<file path="src/rtl/pmesh_noc2_arbiter.sv">
// Round-robin arbiter sharing one pmesh NoC2 request port among NUM_REQ clients,
// with MSHR-id allocation on issue and id-based routing of NoC3 responses.

package pmesh_noc2_pkg;
  localparam int MSHRID_W = 4;

  typedef logic [MSHRID_W-1:0] mshrid_t;
  typedef logic [63:0]         resp_data_t;

  typedef struct packed {
    logic        valid;
    mshrid_t     mshrid;
    logic [4:0]  reqtype;
    logic [39:0] addr;
    logic [2:0]  size;
    logic [63:0] data;
  } pmesh_noc2_o_t;

  typedef struct packed {
    logic ready;
  } pmesh_noc2_i_t;

  typedef struct packed {
    logic       valid;
    mshrid_t    mshrid;
    resp_data_t resp_data;
  } pmesh_noc3_in_t;
endpackage

module pmesh_noc2_arbiter
  import pmesh_noc2_pkg::*;
#(
  parameter int NUM_REQ  = 4,
  parameter int NUM_MSHR = 8
) (
  input  logic                              clk,
  input  logic                              rst,
  input  logic [NUM_REQ-1:0]                req_valid_i,
  output logic [NUM_REQ-1:0]                req_ready_o,
  input  pmesh_noc2_o_t                     req_i [NUM_REQ],
  output pmesh_noc2_o_t                     noc2_o,
  input  pmesh_noc2_i_t                     noc2_i,
  input  pmesh_noc3_in_t                    noc3_i,
  output logic [NUM_REQ-1:0]                resp_valid_o,
  output resp_data_t                        resp_data_o,
  output logic [$clog2(NUM_MSHR+1)-1:0]     outstanding_o,
  output logic                              err_spurious_o
);

  localparam int REQ_W = $clog2(NUM_REQ);
  localparam int CNT_W = $clog2(NUM_MSHR+1);

  pmesh_noc2_o_t        noc2_q, noc2_d;
  logic [NUM_MSHR-1:0]  alloc_q, alloc_d;
  logic [REQ_W-1:0]     owner_q [NUM_MSHR];
  logic [REQ_W-1:0]     rr_ptr_q, rr_ptr_d;
  logic [CNT_W-1:0]     outstanding_q, outstanding_d;
  logic [NUM_REQ-1:0]   resp_valid_q, resp_valid_d;
  resp_data_t           resp_data_q, resp_data_d;
  logic                 err_q, err_d;

  logic                 drain, can_issue;
  logic                 free_found;
  mshrid_t              free_id;
  logic                 grant_valid;
  logic [REQ_W-1:0]     grant_idx, cand, next_ptr;
  logic                 rsp_hit, rsp_spurious;
  logic [REQ_W-1:0]     rsp_owner;
  logic [NUM_MSHR-1:0]  free_mask, alloc_mask;

  // The output register may accept a new request when empty or draining this cycle.
  assign drain     = noc2_q.valid & noc2_i.ready;
  assign can_issue = ~noc2_q.valid | drain;

  // Lowest-indexed free id, taken from the pre-edge pool so a same-cycle free is not reused.
  always_comb begin
    // NOTE: every combinational output gets a default first so no latch is inferred.
    free_found = 1'b0;
    free_id    = '0;
    for (int i = 0; i < NUM_MSHR; i++) begin
      if (!free_found && !alloc_q[i]) begin
        free_found = 1'b1;
        free_id    = mshrid_t'(i);
      end
    end
  end

  always_comb begin
    grant_valid = 1'b0;
    grant_idx   = '0;
    cand        = '0;
    if (can_issue && free_found) begin
      for (int i = 0; i < NUM_REQ; i++) begin
        cand = REQ_W'((int'(rr_ptr_q) + i) % NUM_REQ);
        if (!grant_valid && req_valid_i[cand]) begin
          grant_valid = 1'b1;
          grant_idx   = cand;
        end
      end
    end
  end

  always_comb begin
    req_ready_o = '0;
    if (grant_valid) req_ready_o[grant_idx] = 1'b1;
  end

  assign next_ptr = (int'(grant_idx) == NUM_REQ - 1) ? '0 : grant_idx + REQ_W'(1);

  // Out-of-range ids never match any pool entry and so fall through to spurious.
  always_comb begin
    rsp_hit   = 1'b0;
    rsp_owner = '0;
    free_mask = '0;
    if (noc3_i.valid) begin
      for (int i = 0; i < NUM_MSHR; i++) begin
        if (noc3_i.mshrid == mshrid_t'(i) && alloc_q[i]) begin
          rsp_hit      = 1'b1;
          rsp_owner    = owner_q[i];
          free_mask[i] = 1'b1;
        end
      end
    end
    rsp_spurious = noc3_i.valid & ~rsp_hit;
  end

  always_comb begin
    alloc_mask = '0;
    for (int i = 0; i < NUM_MSHR; i++) begin
      if (grant_valid && free_id == mshrid_t'(i)) alloc_mask[i] = 1'b1;
    end
  end

  always_comb begin
    noc2_d = noc2_q;
    if (grant_valid) begin
      noc2_d        = req_i[grant_idx];
      noc2_d.valid  = 1'b1;
      noc2_d.mshrid = free_id;
    end else if (drain) begin
      noc2_d.valid  = 1'b0;
    end

    alloc_d  = (alloc_q & ~free_mask) | alloc_mask;
    rr_ptr_d = grant_valid ? next_ptr : rr_ptr_q;

    unique case ({grant_valid, rsp_hit})
      2'b10:   outstanding_d = outstanding_q + CNT_W'(1);
      2'b01:   outstanding_d = outstanding_q - CNT_W'(1);
      default: outstanding_d = outstanding_q;
    endcase

    resp_valid_d = '0;
    if (rsp_hit) resp_valid_d[rsp_owner] = 1'b1;
    resp_data_d = rsp_hit ? noc3_i.resp_data : resp_data_q;
    err_d       = err_q | rsp_spurious;
  end

  always_ff @(posedge clk) begin
    // NOTE: sequential state uses non-blocking assignments so all registers see pre-edge values.
    if (rst) begin
      noc2_q        <= '0;
      alloc_q       <= '0;
      rr_ptr_q      <= '0;
      outstanding_q <= '0;
      resp_valid_q  <= '0;
      resp_data_q   <= '0;
      err_q         <= 1'b0;
    end else begin
      noc2_q        <= noc2_d;
      alloc_q       <= alloc_d;
      rr_ptr_q      <= rr_ptr_d;
      outstanding_q <= outstanding_d;
      resp_valid_q  <= resp_valid_d;
      resp_data_q   <= resp_data_d;
      err_q         <= err_d;
    end
  end

  // NOTE: the owner table is not reset; an entry is only read while its alloc bit is set.
  always_ff @(posedge clk) begin
    for (int i = 0; i < NUM_MSHR; i++) begin
      if (alloc_mask[i]) owner_q[i] <= grant_idx;
    end
  end

  assign noc2_o         = noc2_q;
  assign resp_valid_o   = resp_valid_q;
  assign resp_data_o    = resp_data_q;
  assign outstanding_o  = outstanding_q;
  assign err_spurious_o = err_q;

endmodule

</file>
<file path="config.mk">
export PLATFORM = sky130hd
export DESIGN_NAME = pmesh_noc2_arbiter
export DESIGN_NICKNAME = d
export VERILOG_FILES = /design/src/rtl/pmesh_noc2_arbiter.sv
export SDC_FILE = /design/constraint.sdc
export NUM_CORES = 1
export LEC_CHECK = 0
export CAP_MARGIN = 15
export CORE_AREA = 2 2 286 288
export DETAILED_ROUTE_END_ITERATION = 16
export DIE_AREA = 0 0 288 290
export GPL_ROUTABILITY_DRIVEN = 0
export PLACE_DENSITY_LB_ADDON = 0.05
export SYNTH_ARGS = -nofsm -noshare
export SYNTH_HDL_FRONTEND = slang
export SYNTH_SLANG_ARGS = --single-unit
export TNS_END_PERCENT = 10
</file>
<file path="constraint.sdc">
create_clock -name clk -period 7.7 [get_ports clk]
set_input_delay 1.54 -clock clk [delete_from_list [all_inputs] [get_ports clk]]
set_output_delay 1.54 -clock clk [all_outputs]
set_load 0.01 [all_outputs]
</file>
Yosys cells after proc, flatten, opt, wreduce, memory -nomap -nowiden
Memory sizes are Yosys's and may differ from the RTL's.
Index checks and enable logic that the tools add are counted.
{"block": "totals", "regBits": 200, "mem_bits_rw": 16, "inputBits": 544, "output_inout_bits": 194, "elab_cells": 231, "memories": 1}
{"memory": "owner_q", "depth": 8, "word_bits": 2, "rd": 8, "rd_ports_with_merged_regs": 0, "wr": 1, "line_no": "55", "source": "logic [REQ_W-1:0] owner_q [NUM_MSHR];"}
{"block": "op_classes", "n_addsub": 6, "order_cmp": 9, "eq_ne": 17, "mux": 119, "bitwise": 10, "n_reduce_logical": 57}
{"op": "$bmux W117 S2", "count": 1}
{"op": "$mux W112", "count": 2}
{"op": "$mux W1", "count": 72}
{"op": "$mux W2", "count": 22}
{"op": "$eq A4 B3 Y1 const B", "count": 8}
{"op": "$logic_and A1 B1 Y1", "count": 29}
{"op": "$mux W4", "count": 7}
{"op": "$mux W3", "count": 7}
{"op": "$lt A2 B3 Y1 const B", "count": 6}
{"op": "$eq A4 B2 Y1 const B", "count": 4}
{"op": "$logic_not A1 Y1", "count": 16}
{"op": "$reduce_or A2 Y1", "count": 8}
{"op": "$and A8 B8 Y8", "count": 1}
{"op": "$bmux W1 S2", "count": 4}
{"op": "$eq A4 B1 Y1 const B", "count": 2}
{"op": "$logic_not A4 Y1", "count": 2}
{"op": "$mux W8", "count": 1}
{"op": "$not A8 Y8", "count": 1}
{"op": "$or A8 B8 Y8", "count": 1}
{"op": "$pmux W4 S2", "count": 1}
{"op": "$add A2 B1 Y2 const B", "count": 2}
{"op": "$add A2 B2 Y2 const B", "count": 2}
{"op": "$add A4 B1 Y4 const B", "count": 1}
{"op": "$demux W1 S2", "count": 2}
{"op": "other kinds (10)", "count": 16}

Depth between registers and ports, before layout
{"block": "logic_depth", "depth_word": 47, "mapped_depth": 13, "mapped_depth_nobuf": 12}

Worst setup path before layout
OpenSTA, ideal clock, no wires.
{"block": "synth_path", "kind": "input-to-output", "start": "input port req_valid_i[0]", "end": "output port req_ready_o[3]", "arrival_ps": 3097, "required_time_ps": 6160, "path_slack_ps": 3063, "cell_stages": 8, "path_buffers": 1, "cell_sequence": "a21o_1 -> a21oi_1 -> nor2_1 -> or3_1 -> inv_2 -> buf_2 -> ha_1 -> and2_1"}
{"block": "synth_via", "elab_chain_cells": 21, "elab_cells_between_ends": 33, "cone_classes": "order compare (2); mux (24); reduce/logical (7)"}
{"item": "start, declared", "line_no": "38", "source": "input logic [NUM_REQ-1:0] req_valid_i,"}
{"item": "$bmux W1 S2", "line_no": "95", "source": "if (!grant_valid && req_valid_i[cand]) begin"}
{"item": "$mux W1 (implied by the code)", "line_no": "95"}
{"item": "$mux W1", "line_no": "95"}
{"item": "$mux W1", "line_no": "92", "source": "if (can_issue && free_found) begin"}
{"item": "$logic_not A1 Y1", "line_no": "95"}
{"item": "$logic_and A1 B1 Y1", "line_no": "95"}
{"item": "$mux W1", "line_no": "95"}
{"item": "$mux W1", "line_no": "92"}
{"item": "[6 not listed]"}
{"item": "$mux W2 (*)", "line_no": "95"}
{"item": "$mux W2 (*)", "line_no": "92"}
{"item": "net grant_idx[1]", "line_no": "66", "source": "logic [REQ_W-1:0] grant_idx, cand, next_ptr;"}
{"item": "$lt A2 B3 Y1 (implied by the code) or $ge A2 B1 Y1 (tied branches)", "line_no": "105", "source": "if (grant_valid) req_ready_o[grant_idx] = 1'b1;"}
{"item": "$logic_and A1 B1 Y1 (implied by the code)", "line_no": "105"}
{"item": "$mux W1 (implied by the code)", "line_no": "105"}
{"item": "$demux W1 S2 (*)", "line_no": "105"}
{"item": "$mux W4 (*)", "line_no": "105"}
{"item": "end, declared", "line_no": "39", "source": "output logic [NUM_REQ-1:0] req_ready_o,"}
Mark *: on every way through the listed nets, which the timed path passes. The rest lies on a longest branch. The select of a mux whose other input is x is not followed.

Worst setup path in the final report
{"block": "layout_path", "start": "input port req_valid_i[0]", "end": "output port req_ready_o[3]"}
{"block": "layout_via", "elab_chain_cells": 21, "elab_cells_between_ends": 33, "cone_classes": "order compare (2); mux (24); reduce/logical (7)"}
{"item": "$bmux W1 S2", "line_no": "95"}
{"item": "$mux W1 (implied by the code)", "line_no": "95"}
{"item": "$mux W1", "line_no": "95"}
{"item": "$mux W1", "line_no": "92"}
{"item": "$logic_not A1 Y1", "line_no": "95"}
{"item": "$logic_and A1 B1 Y1", "line_no": "95"}
{"item": "$mux W1", "line_no": "95"}
{"item": "$mux W1", "line_no": "92"}
{"item": "[5 not listed]"}
{"item": "$logic_and A1 B1 Y1", "line_no": "95"}
{"item": "$mux W2", "line_no": "95"}
{"item": "$mux W2", "line_no": "92"}
{"item": "$lt A2 B3 Y1 (implied by the code) or $ge A2 B1 Y1 (tied branches)", "line_no": "105"}
{"item": "$logic_and A1 B1 Y1 (implied by the code)", "line_no": "105"}
{"item": "$mux W1 (implied by the code)", "line_no": "105"}
{"item": "$demux W1 S2", "line_no": "105"}
{"item": "$mux W4 (*)", "line_no": "105"}
Every way passes the cells marked *; elsewhere a longest branch is shown, timed or not. The select of a mux whose other input is x is not followed.

==> flow_metrics.env <==
export IMPL_post_synth_top_area_fraction_pct=34.0
export IMPL_syn_mean_instance_area_um2=9.27
export IMPL_ys_async_sr_fraction_pct=0
export IMPL_finalHoldViolations=0
export IMPL_switching_share_pct=32.4
export IMPL_startpoint_type="input port"
export IMPL_critPathRequiredTime_ps=6160
export IMPL_placementRows=104
export IMPL_num_vias=12500
export IMPL_dpl_cell_area_um2=19700
export IMPL_synth_seq_cells=215
export IMPL_die_height_um=290
export IMPL_cp_arrival_ps=4410
export IMPL_ant_nets=0
export IMPL_yosysTopAreaCell="dfxtp_1"
export IMPL_cts_buffers=35
export IMPL_fmax_mhz=168
export IMPL_io_pins=738
export IMPL_synth_top_cells_by_area="dfxtp_1 (34%), a221oi_2 (14%), mux2i_1 (9.8%)"
export IMPL_hpwlAfterDp_um=51200
export IMPL_wl_per_cell_um=23.1
export IMPL_synthCells=1265
export IMPL_first_pass_iters=5
export IMPL_synth_xor_area_share_pct=0.224
export IMPL_cts_resized=0
export IMPL_power_per_cell_area_nw_per_um2=213
export IMPL_final_area_um2=20900
export IMPL_period_needed_ps=5950
export IMPL_insertion_delay_ps=530
export IMPL_seq_area_frac_synth_pct=38.1
export IMPL_maxCapViolations=0
export IMPL_peakVddDrop_uv=117
export IMPL_grt_first_pass_wirelength_um=98300
export IMPL_finClkSkew_ps=17.6
export IMPL_period_share_pct=77.3
export IMPL_grt_antenna_before_repair=24
export IMPL_synth_edf_count=16
export IMPL_drt_iter0_drc=385
export IMPL_layout_commonest_cell="clkdlybuf4s50_1"
export IMPL_rsz0062_at_grt="false"
export IMPL_grt_max_degree=96
export IMPL_cts_root_buf="clkbuf_16"
export IMPL_synth_adder_area_share_pct=0.918
export IMPL_path_clk_slew_ps=50
export IMPL_crit_type="in -> out"
export IMPL_wl_um=69600
export IMPL_cp_end_kind="output pin"
export IMPL_relSlewSlack_pct=34.0
export IMPL_synth_distinct_cells=67
export IMPL_cts_hold_fix_buffers=0
export IMPL_yosysWarnings=0
export IMPL_dp_cells=2940
export IMPL_drc_errors=0
export IMPL_power_leakage_nw=7.52
export IMPL_p_int_mw=3.02
export IMPL_area_growth_pct=78.6
export IMPL_grt_use_total_pct=16.1
export IMPL_cts_max_level=2
export IMPL_fin_cells=3009
export IMPL_power_frac_clock_pct=38.1
export IMPL_synth_top_family_by_area="compound AO/OA/AOI/OAI gates"
export IMPL_muxShareOfSynthArea_pct=9.82
export IMPL_postSynthNetCount=1817
export IMPL_initial_core_util_pct=14.6
export IMPL_clock_sinks=215
export IMPL_port_buffers=716
export IMPL_synth_compound_area_share_pct=33.1
export IMPL_pwr_share_comb_pct=32.5
export IMPL_yosys_area_share_simple_pct=11.6
export IMPL_grt_ovfl_total=0
export IMPL_drive_gt1_share_pct=10.1
export IMPL_cp_max_fo=34
export IMPL_nNetsFinal=2469
export IMPL_avgViaCountPerCell=4.17
export IMPL_p_switching_mw=1.45
export IMPL_syn_area_um2=11700
export IMPL_fillers=8618
export IMPL_die_x_um=288
export IMPL_grt_pass1_vias=13200
export IMPL_postCtsSetupBuffers=0
export IMPL_cts_tree="yes"
export IMPL_p_seq_share_pct=29.4
export IMPL_fp_coreArea_um2=80200
export IMPL_reg2reg_slack_ps=3880
export IMPL_tns_ps=0
export IMPL_status="complete, no violations"
export IMPL_finalMaxSlewViolations=0
export IMPL_min_path_type="reg -> reg"
export IMPL_setup_violations=0
export IMPL_worst_pin_slew_ps=989
export IMPL_die_area_um2=83500
export IMPL_final_cell_mix="clkdlybuf4s50_1 (715), nand2_1 (257), dfxtp_1 (199)"
export IMPL_fin_hold_ws_ps=452
export IMPL_synthFlopType="dfxtp_1"
export IMPL_cts_buffer_depth=3
[critical path, cell delays in order]
cell	delay, ps
clkdlybuf4s50_1	530
a21o_1	220
a21oi_1	150
nor2_1	90
or3_1	490
inv_6	380
ha_1	220
and2_1	150
clkdlybuf4s50_1	620
[sequential cells by signal, summed over array words and instances (netlist names)]
| name | count |
|---|---|
| noc2_o | 116 |
| resp_data_o | 64 |
| owner_q | 16 |
| alloc_q | 8 |
| outstanding_o | 4 |
| resp_valid_o | 4 |
| rr_ptr_q | 2 |
| err_spurious_o | 1 |
[synthesized netlist by cell type (all sizes together) (3+ instances only)]
cell    count
a21o        4
clkbuf     46
buf        71
edfxtp     16
nand4       3
o21ai      12
mux2i     115
a221oi    113
nand2     258
nor2       21
or3         4
nor2b       4
o41ai       3
a22oi       3
ha          7
nand2b      7
a21oi     196
nand3       5
inv        18
o21bai    112
a21boi      3
and2        6
dfxtp     199
nand3b      3
[power groups by stage]
stage / combinational, mW / clock [mW] / sequential [mW]
final: 1.45 / 1.70 / 1.31
after detailed placement: 1.49 / 0 / 1.33
after global placement: 1.49 / 0 / 1.33
after floorplan: 0.705 / 0 / 1.37
after CTS: 1.49 / 1.79 / 1.31
after global routing: 1.56 / 1.82 / 1.33
[stage by stage]
step	utilization (%)	total power, mW	setup WS [ps]
after floorplan	-	2.08	3060
after global placement	24.6	2.82	1670
after detailed placement	24.6	2.82	1700
after CTS	26.1	4.60	1690
after global routing	26.1	4.71	1590
final	26.1	4.46	1750
[final cells by class]
type	count	area, µm²	area share (%)
Clock inverter	10	166	0.795
Clock buffer	51	1050	5.00
Inverter	18	85.1	0.406
Sequential cell	215	4460	21.3
Timing Repair Buffer	732	7290	34.8
Antenna cell	8	20.0	0.0956
Multi-Input combinational cell	915	6540	31.2
Tap cell	1060	1330	6.33
[worst paths after layout]
path / start / endpoint / cells after the start
setup / recovery: req_valid_i[0] / req_ready_o[3] / 9
hold / removal: resp_data_o[11] / resp_data_o[11] / 2
setup reg to reg: alloc_q[0] / noc2_o[91] / 9
hold reg to reg: resp_data_o[11] / resp_data_o[11] / 2
[metal layers]
metal / vias up / part of all wire, % / track usage (%)
li1: 5969 / - / -
met1: 6021 / 38 / 17.4
met2: 427 / 51 / 29.1
met3: 92 / 8.7 / 6.19
met4: 30 / 2.0 / 3.90
met5: - / 0.29 / 0
[kinds of logic (layout without fill, tap and decap cells)]
family                     count (synthesis)  in the layout
DFF                                      215            215
AOI/OAI and AO/OA                        464            464
xor gates and xnor gates                   3              3
adders and majority gates                  8              8
buffers and inverters                    135            811
and+or+nand+nor                          324            324
other                                      1              9
muxes                                    115            115
Power figures use the tool's default switching activity.
